===== config.mk =====
export PLATFORM = sky130hd
export DESIGN_NAME = regfile_sb
export DESIGN_NICKNAME = d
export VERILOG_FILES = /design/src/rtl/regfile_sb.sv
export SDC_FILE = /design/constraint.sdc
export NUM_CORES = 2
export LEC_CHECK = 0
export ABC_AREA = 1
export BUFFER_PORTS_ARGS = -buffer_cell sky130_fd_sc_hd__buf_2
export CORE_AREA = 4 4 358 360
export DETAILED_ROUTE_END_ITERATION = 7
export DIE_AREA = 0 0 362 364
export PLACE_DENSITY_LB_ADDON = 0.08
export SLEW_MARGIN = 10
export SYNTH_ARGS = -nofsm -noshare
export SYNTH_HDL_FRONTEND = slang
export SYNTH_SLANG_ARGS = --single-unit

===== constraint.sdc =====
create_clock -name i_clk -period 13.7 [get_ports i_clk]
set_input_delay 0.685 -clock i_clk [delete_from_list [all_inputs] [get_ports i_clk]]
set_output_delay 0.685 -clock i_clk [all_outputs]
set_load 0.02 [all_outputs]

===== src/rtl/regfile_sb.sv =====
// Parametrised register file with combinational read ports, optional write-to-read
// bypass and a per-register busy scoreboard whose population count is registered.
module regfile_sb #(
  parameter  int XLEN   = 32,
  parameter  int NREGS  = 32,
  parameter  int NRD    = 2,
  parameter  int BYPASS = 1,
  localparam int AW     = $clog2(NREGS)
) (
  input  logic                i_clk,
  input  logic                i_rst_n,
  input  logic [NRD*AW-1:0]   i_rd_addr,
  output logic [NRD*XLEN-1:0] o_rd_data,
  output logic [NRD-1:0]      o_rd_busy,
  input  logic                i_wr_en,
  input  logic [AW-1:0]       i_wr_addr,
  input  logic [XLEN-1:0]     i_wr_data,
  input  logic                i_iss_en,
  input  logic [AW-1:0]       i_iss_addr,
  output logic [AW:0]         o_busy_cnt,
  output logic                o_idle
);

  logic [XLEN-1:0]  r_regs [NREGS];
  logic [NREGS-1:0] r_busy;
  logic [AW:0]      r_busy_cnt;
  logic             r_idle;

  logic [NREGS-1:0] w_busy_nxt;
  logic [AW:0]      w_busy_cnt_nxt;
  logic             w_wr_ok;
  logic             w_iss_ok;

  assign w_wr_ok  = i_wr_en && (i_wr_addr != '0);
  assign w_iss_ok = i_iss_en && (i_iss_addr != '0);

  // Issue is applied after writeback so a same-address pair leaves the register busy.
  always_comb begin
    w_busy_nxt = r_busy;
    if (w_wr_ok)  w_busy_nxt[i_wr_addr]  = 1'b0;
    if (w_iss_ok) w_busy_nxt[i_iss_addr] = 1'b1;
    w_busy_nxt[0] = 1'b0;
    w_busy_cnt_nxt = '0;
    for (int k = 0; k < NREGS; k++) begin
      w_busy_cnt_nxt = w_busy_cnt_nxt + (AW+1)'(w_busy_nxt[k]);
    end
  end

  always_ff @(posedge i_clk) begin
    if (!i_rst_n) begin
      r_busy     <= '0;
      r_busy_cnt <= '0;
      r_idle     <= 1'b1;
      for (int k = 0; k < NREGS; k++) begin
        r_regs[k] <= '0;
      end
    end else begin
      r_busy     <= w_busy_nxt;
      r_busy_cnt <= w_busy_cnt_nxt;
      r_idle     <= (w_busy_cnt_nxt == '0);
      if (w_wr_ok) r_regs[i_wr_addr] <= i_wr_data;
    end
  end

  for (genvar g = 0; g < NRD; g++) begin : g_rd
    logic [AW-1:0] w_ra;
    logic          w_hit;

    assign w_ra  = i_rd_addr[g*AW +: AW];
    assign w_hit = (BYPASS != 0) && w_wr_ok && (i_wr_addr == w_ra);

    assign o_rd_data[g*XLEN +: XLEN] = (w_ra == '0) ? '0 :
                                       w_hit        ? i_wr_data : r_regs[w_ra];
    // A forwarded write clears busy unless the same register is re-issued this cycle.
    assign o_rd_busy[g] = w_hit ? (i_iss_en && (i_iss_addr == i_wr_addr)) : r_busy[w_ra];
  end

  assign o_busy_cnt = r_busy_cnt;
  assign o_idle     = r_idle;

endmodule


==> metrics.yaml <==
status: "completed"
synthTopCellsByCount: "1,995 x nand2_1, 1,656 x nor2_1, 1,024 x edfxtp_1"
yosysTopAreaCell: "edfxtp_1"
timing.fmax_mhz: 165.8
slowest_delay_ns: 0.83
avgSynthCellArea_um2: 7.733
cts-hold-fix-buffers: 0
htreeDepth: 3
power.density_mw_per_mm2: 121.2
finalHoldViolations: 0
synth_area_mm2: 0.06207
yosysMostFrequentCell: "nand2_1"
hp-start: "i_iss_addr[2]"
fp.dieH_um: 364
setup_viol: 0
ys.flop_type: "edfxtp_1"
cp_max_fo: 88
port_buffers: 128
routabilityCongestion: 0.8961
cts_buffer_depth: 3
worst_pin_slew_ns: 1.304
min_period_over_period_pct: 44.02
slew-limit-headroom_pct: 13.06
maxCapViolCount: 0
core_mm2: 0.1251
grt_use_total_pct: 38.80
crit_path_start_kind: "input pin"
wl_mm: 261.2
synth_cell_type_count: 46
cts_setup_buffers: 0
hp-class: "input pin to register"
wire_per_inst_um: 27.33
ys_seq_area_share_pct: 50.77
fillers: 11753
die_area_mm2: 0.1318
cts_tree: "yes"
synth_edf_count: 1024
slowest_stage: "buf_4"
antenna_found_initial: 12
rrSetupSlack_ns: 8.40
synth_area_leaders: "edfxtp_1 50%, nand2_1 12%, nor2_1 10%"
power_leakage_nw: 29.12
clk_pin_slew_worst_paths_ns: 0.06
endpoint_kind: "output port"
cts_buffers: 120
rr_worst_depth: 20
fin_nets: 7887
grt_pass1_vias: 54127
num_vias: 58226
ctsRootBufferMaster: "clkbuf_16"
pre_cts_slack_ns: 7.032
start_util_pct: 49.62
ios: 129
ys_warn_count: 0
grt_max_degree: 149
drtIter0Drc: 9056
fin_cells: 9558
setup_tns_ns: 0
routed_via_density: 6.092
rsz0062_at_grt: "no"
startpoint: "i_rd_addr[0]"
final_layout_size_suffix_gt1_share_pct: 6.799
setup_slack_ns: 7.669
worstHoldPathCells: 3
final.setup_skew_ns: 0.003349
worstSkewPairLatency_ns: 0.73
cts_resized: 0
synth_top_area_share_pct: 49.54
cp_common_cell: "nand2_1"
fin_crit_ns: 6.031
post-dp-hpwl_mm: 137.1
syn_inst: 8026
drc: 0
arrival_ns: 5.35
peakVddDrop_v: 0.00009642
placedCellCount: 9329
rows: 130
holdPathEnd: "r_busy[6]"
grt_overflow_total: 0
critPathRequiredTime_ns: 13.02
path_class: "input pin to output port"
yosys_register_bits: 1062
synth-async-reset-ratio_pct: 0
cp_cell_sequence: "buf_8, buf_4, buf_4, buf_4, buf_4, o21ai_0, nand2_1, nand3_1, nand2_1, nand2_1, nand2_1, nand2_1, nor2_1, nor2_1, buf_2"
drv_slew: 0
drt_first_pass_iters: 8
antenna_left: 0
whs_ns: 0.3707
r2r-start: "r_busy[24]"
grt_pass1_wl_mm: 372.5
timing.rr.end: "o_idle"
die_x_um: 362
syn2layout_area_growth_pct: 7.547
numClockSinks: 1062
## layout make-up
| cell class | count | area, µm² | area share, % |
|---|---|---|---|
| multi-input combinational | 5514 | 24660 | 36.95 |
| sequential | 1062 | 31510 | 47.20 |
| timing repair buffer | 261 | 1707 | 2.557 |
| inverter | 842 | 3199 | 4.793 |
| clock inverter | 59 | 380.4 | 0.5698 |
| tap | 1650 | 2064 | 3.093 |
| clock buffer | 160 | 3204 | 4.800 |
| antenna | 10 | 25.02 | 0.03749 |
## metrics by stage
step	power (W)	cell area (µm²)	utilization [%]
after global routing	0.008326	66730	53.35
final	0.008091	66750	53.37
after detailed placement	0.005045	63140	50.48
after floorplan	0.004601	62180	-
after CTS	0.008052	66730	53.35
after global placement	0.005030	63140	50.48
## power by group
group / internal, W / switching [W] / total [W] / leakage (nW)
Clock: 0.00170 / 0.00137 / 0.00307 / 1.75
Sequential: 0.00374 / 0.0000684 / 0.00380 / 10.1
Combinational: 0.000293 / 0.000925 / 0.00122 / 17.3
## placed cells by master, fill, tap and decap left out, types with 23 or more instances in the layout
cell type and count:
nand2_1 1962, nor2_1 1656, edfxtp_1 1024, nand3_1 962, inv_1 824, o211ai_1 282
a21oi_1 241, o21ai_0 171, buf_4 136, clkbuf_16 121, buf_2 119, nand2_2 46
dfxtp_1 38, clkbuf_1 36, clkinv_1 35, conb_1 32, o21ai_1 25, fa_1 23
## sequential cells by signal, indices dropped and copies added (netlist names)
signal	count
o_busy_cnt	6
o_idle	1
r_busy	31
r_regs	1024
## critical path: cells and delay by family
| family | cells | cell delay, ns |
|---|---|---|
| AOI/OAI and AO/OA | 1 | 0.20 |
| and+or+nand+nor | 8 | 0.79 |
| buffers and inverters | 6 | 3.47 |
## worst max-delay path by stage
stage	slack (ns)	cells past startpoint	to
3_5_place_dp	7.03	24	o_idle
3_3_place_gp	7.01	24	o_idle
5_1_grt	7.46	24	o_idle
4_1_cts	7.78	24	o_idle
6_report	7.67	15	o_rd_data[27]
2_1_floorplan	7.68	26	o_idle
## metal layers
layer	global-route usage [%]	vias up	wire length, µm
li1	-	25445	-
met1	51.66	27521	97920
met2	59.58	4316	113100
met3	8.874	938	34290
met4	20.11	6	15870
met5	0	-	33
## cell families (layout without fill, tap and decap cells)
| logic type | after synthesis | after routing | share of synthesized area, % |
|---|---|---|---|
| buffers and inverters | 1481 | 1322 | 10.05 |
| other | 1 | 42 | 0.006042 |
| DFF | 1062 | 1062 | 50.77 |
| adders and majority gates | 30 | 30 | 0.8829 |
| and+or+nand+nor | 4692 | 4692 | 30.81 |
| AOI/OAI and AO/OA | 747 | 747 | 7.301 |
| xor gates and xnor gates | 13 | 13 | 0.1834 |
Power figures use the tool's default switching activity.
